### src/rtl/jpeg_rle_block_decoder.sv
// Turns Huffman-decoded JPEG symbols (DC difference, AC run/size/amplitude) into one
// 64-coefficient zigzag-ordered block, keeping a DC predictor across blocks.
module jpeg_rle_block_decoder #(
  parameter int DATA_WIDTH = 10,
  parameter int DEPTH      = 64
) (
  input  logic                          clock,
  input  logic                          reset_n,
  input  logic                          dc_pred_clear,
  input  logic                          sym_valid,
  output logic                          sym_ready,
  input  logic                          sym_is_dc,
  input  logic [3:0]                    sym_run,
  input  logic [3:0]                    sym_size,
  input  logic [DATA_WIDTH-1:0]         sym_amp,
  output logic                          block_valid,
  input  logic                          block_ready,
  output logic [DEPTH*DATA_WIDTH-1:0]   block_data,
  output logic                          block_error,
  output logic                          busy,
  output logic [1:0]                    state_dbg
);

  // Handshakes: a transfer happens on a rising edge where valid and ready are both
  // high; valid never waits on ready, and payload is held while valid is high.

  typedef enum logic [1:0] {
    S_DC  = 2'b00,
    S_AC  = 2'b01,
    S_OUT = 2'b10
  } state_t;

  state_t state, next_state;

  logic [DATA_WIDTH-1:0] coef [DEPTH];
  logic [DATA_WIDTH-1:0] pred;
  logic [6:0]            idx;
  logic                  err;

  logic                  accept;
  logic                  size_ok;
  logic [DATA_WIDTH-1:0] amp_v;
  logic [DATA_WIDTH-1:0] dc_val;
  logic [6:0]            zrl_idx;
  logic [6:0]            pos;

  logic                  buf_wr;
  logic [5:0]            wr_idx;
  logic [DATA_WIDTH-1:0] wr_val;
  logic                  idx_load;
  logic [6:0]            idx_nxt;
  logic                  err_set;
  logic                  pred_load;
  logic                  buf_clear;

  // JPEG magnitude category decode: a leading 0 bit marks a negative value.
  function automatic logic [DATA_WIDTH-1:0] decode_amp(input logic [3:0] s,
                                                       input logic [DATA_WIDTH-1:0] amp);
    logic [DATA_WIDTH-1:0] mask;
    logic [DATA_WIDTH-1:0] raw;
    logic                  msb;
    mask = '0;
    for (int b = 0; b < DATA_WIDTH; b++) begin
      if (b < int'(s)) mask[b] = 1'b1;
    end
    raw = amp & mask;
    msb = |(amp & (mask ^ (mask >> 1)));
    if (s == 4'd0)  return '0;
    else if (msb)   return raw;
    else            return raw - mask;
  endfunction

  always_comb begin
    accept  = sym_valid & sym_ready;
    size_ok = (int'(sym_size) <= DATA_WIDTH);
    amp_v   = decode_amp(sym_size, sym_amp);
    // A clear in the same cycle as a DC symbol wins over the stored predictor.
    dc_val  = (dc_pred_clear ? '0 : pred) + amp_v;
    zrl_idx = idx + 7'd16;
    pos     = idx + {3'b000, sym_run};
  end

  always_ff @(posedge clock or negedge reset_n) begin
    if (!reset_n) state <= S_DC;
    else          state <= next_state;
  end

  always_comb begin
    next_state = state;
    sym_ready  = 1'b0;
    block_valid = 1'b0;
    buf_wr     = 1'b0;
    wr_idx     = pos[5:0];
    wr_val     = amp_v;
    idx_load   = 1'b0;
    idx_nxt    = idx;
    err_set    = 1'b0;
    pred_load  = 1'b0;
    buf_clear  = 1'b0;
    case (state)
      S_DC: begin
        sym_ready = 1'b1;
        if (accept) begin
          // Oversized DC categories cannot be decoded, so they are dropped like AC ones.
          if (!sym_is_dc || !size_ok) begin
            err_set = 1'b1;
          end else begin
            buf_wr     = 1'b1;
            wr_idx     = 6'd0;
            wr_val     = dc_val;
            pred_load  = 1'b1;
            idx_load   = 1'b1;
            idx_nxt    = 7'd1;
            next_state = S_AC;
          end
        end
      end
      S_AC: begin
        sym_ready = 1'b1;
        if (accept) begin
          if (sym_is_dc) begin
            err_set = 1'b1;
          end else if (sym_size == 4'd0) begin
            if (sym_run == 4'd0) begin
              next_state = S_OUT;
            end else if (sym_run == 4'd15) begin
              idx_load = 1'b1;
              idx_nxt  = zrl_idx;
              if (zrl_idx >= 7'd64) next_state = S_OUT;
              if (zrl_idx > 7'd64)  err_set = 1'b1;
            end else begin
              err_set = 1'b1;
            end
          end else if (!size_ok) begin
            err_set = 1'b1;
          end else if (pos > 7'd63) begin
            err_set    = 1'b1;
            next_state = S_OUT;
          end else begin
            buf_wr   = 1'b1;
            idx_load = 1'b1;
            idx_nxt  = pos + 7'd1;
            if (pos == 7'd63) next_state = S_OUT;
          end
        end
      end
      S_OUT: begin
        block_valid = 1'b1;
        if (block_ready) begin
          buf_clear  = 1'b1;
          next_state = S_DC;
        end
      end
      default: next_state = S_DC;
    endcase
  end

  always_ff @(posedge clock or negedge reset_n) begin
    if (!reset_n) begin
      for (int k = 0; k < DEPTH; k++) coef[k] <= '0;
      pred <= '0;
      idx  <= '0;
      err  <= 1'b0;
    end else begin
      if (buf_clear) begin
        for (int k = 0; k < DEPTH; k++) coef[k] <= '0;
      end else if (buf_wr) begin
        coef[wr_idx] <= wr_val;
      end

      if (pred_load)          pred <= dc_val;
      else if (dc_pred_clear) pred <= '0;

      if (idx_load) idx <= idx_nxt;

      if (buf_clear)    err <= 1'b0;
      else if (err_set) err <= 1'b1;
    end
  end

  for (genvar k = 0; k < DEPTH; k++) begin : g_flat
    assign block_data[k*DATA_WIDTH +: DATA_WIDTH] = coef[k];
  end

  assign block_error = (state == S_OUT) & err;
  assign busy        = (state != S_DC);
  assign state_dbg   = state;

endmodule

### config.mk
export PLATFORM = sky130hd
export DESIGN_NAME = jpeg_rle_block_decoder
export DESIGN_NICKNAME = d
export VERILOG_FILES = /design/src/rtl/jpeg_rle_block_decoder.sv
export SDC_FILE = /design/constraint.sdc
export NUM_CORES = 1
export LEC_CHECK = 0
export CAP_MARGIN = 20
export CORE_AREA = 3 3 261 263
export DETAILED_ROUTE_END_ITERATION = 10
export DIE_AREA = 0 0 264 266
export HOLD_SLACK_MARGIN = 0.06
export PLACE_DENSITY_LB_ADDON = 0.1
export SETUP_SLACK_MARGIN = 0.3
export SYNTH_ARGS = -nofsm -noshare
export SYNTH_HDL_FRONTEND = slang
export SYNTH_SLANG_ARGS = --single-unit
### constraint.sdc
create_clock -name clock -period 5.5 [get_ports clock]
set_clock_uncertainty 0.15 [all_clocks]
set_input_delay 1.1 -clock clock [delete_from_list [all_inputs] [get_ports clock]]
set_output_delay 1.1 -clock clock [all_outputs]
set_load 0.005 [all_outputs]
==> flow_summary_export.csv, run 1 <==
group,metric,value,unit
route,drt_iter0_markers,1999,
yosys,synth_cell_type_count,90,
setup_path,end_kind,"register",
global_routing,grt_pass1_vias,23800,
placement,post-place-ws,-0.0420,ns
placement,gp_congestion,0.861,
clock_network,clockBufferDepth,3,
clock_network,htreeDepth,3,
global_routing,grt.overflow.total,0,
power,p_leak,0.0166,µW
sta,setup_ws,0.618,ns
route,drtAntennaViolNets,0,
clock_network,cts_buffers,71,
floorplanning,start_util,0.427,
route,num_vias,23800,
worst_hold_path,hold_class,"reg -> reg",
route,dr.pass1.iters,6,
sta,fmax,0.205,GHz
yosys,synthFlopType,"dfrtp_1",
power,internal_power,10700,µW
power,ir_worst_vdd,0.261,mV
global_routing,grt.total_usage,0.301,
final_layout,fillers,5551,
yosys,async_reset_ff_frac,1.00,
final_layout,final_common_cell,"clkdlybuf4s50_1",
sta,max-slew-margin-rel,0.248,
run,cap_violations,0,
setup_path,reg2regPathDepth,8,
setup_path,setup.worst_path.start,"sym_size[0]",
yosys,ys_seq_elements,660,
power,swShare,0.343,
sta,setup_viol,0,
yosys,netlist_area,28100,µm²
setup_path,r2r_start,"idx[1]",
clock_network,ctsHoldBuffers,0,
yosys,yosysWarnings,0,
global_routing,grt_pass1_wl,160000,µm
clock_network,clk_pin_slew_worst_paths,0.06,ns
placement,io_buffers,669,
sta,worst_pin_slew,1.12,ns
floorplanning,die_area,70200,µm²
yosys,avgSynthCellArea,10.6,µm²
run_status,status,"completed",
floorplanning,die_y,266,µm
floorplanning,coreArea,65900,µm²
final_layout,multi_input_area,10600,µm²
setup_path,critical_path_required,5.83,ns
route,routed_via_density,5.65,
final_layout,drive_gt1_frac,0.102,
yosys,syn_nets,2688,
placement,place.detailed.hpwl,75300,µm
global_routing,antenna_found_initial,0,
clock_network,clock_sinks,660,
sta,rsz0062_at_grt,"false",
sta,final-hold-violation-count,0,
setup_path,critPathKind,"in -> reg",
power,p_sw,5550,µW
route,wire_per_inst,25.7,µm
yosys,synth_cells,2645,
clock_network,insertion_delay,0.61,ns
power,comb_power_share,0.320,
sta,period_needed,4.88,ns
yosys,synth_edf_count,0,
final_layout,nets,3345,
setup_path,endpoint,"block_data[86]",
global_routing,grt_max_degree,132,
power,pwr-share-clk,0.304,
final_layout,most-common-layout-cells,"668 x clkdlybuf4s50_1, 660 x dfrtp_1, 383 x nand3_1, 352 x o21ai_0, 294 x nand2_1",
yosys,yosysSeqAreaShare,0.588,
floorplanning,die_w,264,µm
final_layout,final_cell_area,38800,µm²
sta,drv_slew,0,
setup_path,worstPathArrival,5.21,ns
floorplanning,io_pins,670,
final_layout,syn_to_final_growth,38.2,%
final_layout,final_util,0.589,
power,seq_power_share,0.376,
power,powerDensity,417,nW/µm²
setup_path,crit_fanout,11,
clock_network,clockRootBuffer,"clkbuf_16",
route,drc,0,
setup_path,cp-start-kind,"input port",
placement,post_dp_cell_area,36400,µm²
route,wirelength,108000,µm
floorplanning,fp-row-count,94,
sta,hold_ws,0.331,ns
sta,post-route-period-util,0.888,
power,totalPowerFinal,16200,µW
setup_path,r2r-end,"block_data[146]",
final_layout,seq_area,16500,µm²
setup_path,r2r_slack,1.65,ns
clock_network,cts_tree,"built",
-- worst max-delay path, cell delays in order --
cell             delay (ns)
clkdlybuf4s50_1        0.60
mux2_4                 0.35
a2111oi_4              0.44
o31ai_4                0.13
buf_12                 0.15
or3_1                  0.36
a21oi_1                0.26
o21ai_4                0.07
inv_1                  0.08
ha_1                   0.26
buf_4                  0.15
o21ai_0                0.09
a21boi_0               0.15
o21ai_0                0.30
nor3b_1                0.30
o31a_1                 0.20
buf_4                  0.14
o21ai_0                0.09
-- power groups by stage --
stage                     clock (µW)  combinational [µW]  sequential, µW
final                           4920                5190            6090
after floorplan                    0                2040            6130
after global routing            5220                5550            6170
after CTS                       5010                5180            6090
after global placement             0                5110            6130
after detailed placement           0                5160            6160
-- through the flow --
step | setup TNS, ns | instances
floorplan | 0 | 2645
global placement | -0.0429 | 4088
detailed placement | -0.0950 | 4090
CTS | 0 | 4214
global route | 0 | 4217
finish | 0 | 4218
-- final cells by class --
cell class,instances,share of cell area
Timing Repair Buffer,824,0.210
Tap cell,864,0.0278
Inverter,21,0.00203
Clock buffer,99,0.0534
Clock inverter,25,0.00819
Antenna cell,1,0.0000645
Multi-Input combinational cell,1724,0.273
Sequential cell,660,0.425
-- kinds of logic (layout without fill, tap and decap cells) --
group	after synthesis	in the layout	share of synthesized area
flops	660	660	0.588
other cells	0	1	0
compound gates	605	605	0.126
buf+inv	261	969	0.0402
mux	222	222	0.0794
fa+ha+maj	19	19	0.00899
xor+xnor	17	17	0.00606
simple gates	861	861	0.151
-- synthesized netlist by cell type, types with 10 or more instances --
cell | count | share of area
a21o_1 | 10 | 0.0027
a21oi_1 | 69 | 0.012
a32o_1 | 11 | 0.0039
buf_2 | 52 | 0.0093
clkbuf_1 | 163 | 0.022
dfrtp_1 | 660 | 0.59
ha_1 | 17 | 0.0076
inv_1 | 21 | 0.0028
mux2i_1 | 218 | 0.078
nand2_1 | 295 | 0.039
nand3_1 | 383 | 0.068
nand4_1 | 30 | 0.0067
nor2_1 | 39 | 0.0052
nor2_4 | 16 | 0.0064
nor2b_1 | 14 | 0.0031
nor3_1 | 13 | 0.0023
o211ai_1 | 21 | 0.0056
o21ai_0 | 356 | 0.063
o21ai_1 | 37 | 0.0066
o31ai_1 | 10 | 0.0027
o41ai_1 | 16 | 0.0050
xnor2_1 | 11 | 0.0034
-- layer usage --
layer / routed length [µm] / up-vias / track usage
met5: 0 / - / 0
li1: - / 10700 / -
met2: 52200 / 937 / 0.498
met4: 3830 / 0 / 0.108
met3: 9440 / 185 / 0.0908
met1: 42800 / 12000 / 0.376
-- registers in the layout, summed over array words and instances (netlist names) --
register	cells
block_data	640
pred	10
idx	7
state_dbg	2
err	1
-- worst min-delay path by stage --
stage | start | endpoint | slack, ns | cells after the start
after floorplan | err | err | 0.29 | 2
after global placement | err | err | 0.31 | 2
after detailed placement | err | err | 0.32 | 2
after CTS | err | err | 0.33 | 2
after global routing | block_data[94] | block_data[94] | 0.36 | 2
final | err | err | 0.33 | 2
-- timing repair --
| action | CTS | global route |
|---|---|---|
| setup endpoints to repair | 0 | 5 |
| resized for setup | 0 | 3 |
| setup buffers | 0 | 2 |
(Power assumes the default switching activity.)
==> run 2: changes to the inputs <==
- SLEW_MARGIN: default -> 20
==> run 2 against run 1 <==
  * Maximum frequency decreased by 0.67%
  * Non-clock buffer count decreased by 3
  * Setup slack got worse by 0.033 ns
  * Critical path type unchanged
==> flow_summary_export.csv, run 2 (synthesized netlist as in run 1, its figures left out) <==
group,metric,value,unit
sta,setup_ws,0.585,ns
setup_path,critPathKind,"in -> reg",
setup_path,cp-start-kind,"input port",
final_layout,most-common-layout-cells,"668 x clkdlybuf4s50_1, 660 x dfrtp_1, 383 x nand3_1, 352 x o21ai_0, 294 x nand2_1",
global_routing,grt_pass1_wl,160000,µm
setup_path,r2r-end,"block_data[239]",
setup_path,crit_chain,"clkdlybuf4s50_1 -> mux2_2 -> a221oi_1 -> o31ai_2 -> buf_12 -> or3_1 -> a21oi_1 -> o21ai_4 -> inv_1 -> ha_1 -> buf_4 -> o21ai_0 -> a21boi_0 -> o21ai_0 -> a21boi_0 -> o31a_1 -> buf_4 -> o21ai_0",
setup_path,cp_top_family,"compound AO/OA/AOI/OAI gates",
setup_path,crit_slowest_cell,"clkdlybuf4s50_1",
clock_network,cts_tree,"built",
power,powerDensity,422,nW/µm²
sta,period_needed,4.92,ns
setup_path,slowest_delay,0.61,ns
placement,io_buffers,669,
setup_path,setup.worst_path.start,"sym_size[0]",
setup_path,crit_cells,18,
floorplanning,fp-row-count,94,
clock_network,clockBufferDepth,3,
route,wire_per_inst,25.8,µm
route,drc,0,
clock_network,cts_buffers,72,
placement,post-place-ws,-0.0541,ns
floorplanning,io_pins,670,
setup_path,reg2regPathDepth,11,
sta,final-hold-violation-count,0,
route,drtAntennaViolNets,0,
placement,post-place-cells,4088,
sta,setup_tns,0,ns
worst_hold_path,min_path_cells,2,
run_status,status,"completed",
floorplanning,die_y,266,µm
sta,fmax,0.203,GHz
sta,setup_viol,0,
final_layout,largest_reg_flops,640,
route,drt_iter0_markers,2134,
setup_path,path_common_cell,"o21ai_0",
route,dr.pass1.iters,6,
sta,drv_slew,0,
global_routing,grt.overflow.total,0,
global_routing,grt.total_usage,0.302,
power,p_leak,0.0167,µW
floorplanning,start_util,0.427,
setup_path,worstPathArrival,5.29,ns
placement,place.detailed.hpwl,75300,µm
setup_path,r2r_slack,1.70,ns
route,wirelength,109000,µm
setup_path,critical_path_required,5.87,ns
global_routing,grt_max_degree,132,
clock_network,insertion_delay,0.61,ns
final_layout,final_cell_area,38900,µm²
final_layout,final_common_cell,"clkdlybuf4s50_1",
power,ir_worst_vdd,0.237,mV
sta,worst_pin_slew,1.15,ns
global_routing,grt_pass1_vias,23900,
floorplanning,die_area,70200,µm²
clock_network,htreeDepth,3,
clock_network,clock_sinks,660,
setup_path,path_buf_inv,5,
placement,post_dp_cell_area,36400,µm²
worst_hold_path,hold_class,"reg -> reg",
setup_path,r2r_start,"idx[0]",
sta,post-route-period-util,0.894,
clock_network,clk_pin_slew_worst_paths,0.06,ns
setup_path,endpoint,"block_data[6]",
final_layout,drive_gt1_frac,0.102,
run,cap_violations,0,
final_layout,final_util,0.591,
final_layout,nets,3343,
sta,max-slew-margin-rel,0.234,
placement,gp_congestion,0.861,
floorplanning,coreArea,65900,µm²
setup_path,end_kind,"register",
floorplanning,die_w,264,µm
final_layout,fin_cells,4223,
route,routed_via_density,5.62,
clock_network,clockRootBuffer,"clkbuf_16",
setup_path,crit_fanout,11,
sta,rsz0062_at_grt,"false",
global_routing,antenna_found_initial,4,
final_layout,syn_to_final_growth,38.5,%
route,num_vias,23700,
run 2: layer usage:
layer	vias up	GRT usage	wire length (µm)
li1	10700	-	-
met1	11900	0.368	42300
met2	930	0.495	51900
met3	199	0.105	9920
met4	4	0.122	4680
met5	-	0	29
run 2: layout make-up:
class / count / area [µm²]
Fill cell: 5600 / 27000
Sequential cell: 660 / 16500
Multi-Input combinational cell: 1724 / 10600
Timing Repair Buffer: 821 / 8090
Clock buffer: 100 / 2100
Tap cell: 864 / 1080
Clock inverter: 31 / 405
Inverter: 21 / 78.8
Antenna cell: 2 / 5.00
run 2: worst min path at each step:
stage / slack [ns] / endpoint / startpoint
after floorplan: 0.29 / err / err
after global placement: 0.31 / err / err
after detailed placement: 0.32 / err / err
after CTS: 0.34 / err / err
after global routing: 0.37 / block_data[250] / block_data[250]
final: 0.33 / block_data[5] / block_data[5]
run 2: where the power goes:
part           internal (µW)  switching [µW]  total, µW
clock                   3030            2070       5100
combinational           2160            3050       5210
sequential              5600             489       6090
total                  10800            5610      16400
run 2: worst register-to-register path, cell delays in order (launching register included):
cell and delay (ns):
dfrtp_1 0.39, ha_1 0.22, fa_1 0.47, a21o_1 0.22
a21oi_2 0.35, or3_1 0.22, and3_2 0.24, buf_4 0.23
and2_1 0.42, a21oi_4 0.09, buf_4 0.26, o41ai_1 0.42
run 2: per-stage QoR:
step                hold WS (ns)  total power [µW]
floorplan                  0.292              8170
global route               0.371             17100
CTS                        0.337             16500
finish                     0.332             16400
global placement           0.310             11200
detailed placement         0.324             11300
run 2: timing repair:
action | 4_1_cts | 5_1_grt
endpoints found under the setup margin | 0 | 5
endpoints found under the hold margin | 0 | 0
gates resized for setup | 0 | 1
buffers inserted | 0 | 2
hold buffers | 0 | 0
==> run 3: changes to the inputs <==
- CTS_CLUSTER_DIAMETER: default -> 200
==> results of run 3 <==
Same layout as run 2: the final DEF is identical, and so are final timing and power.
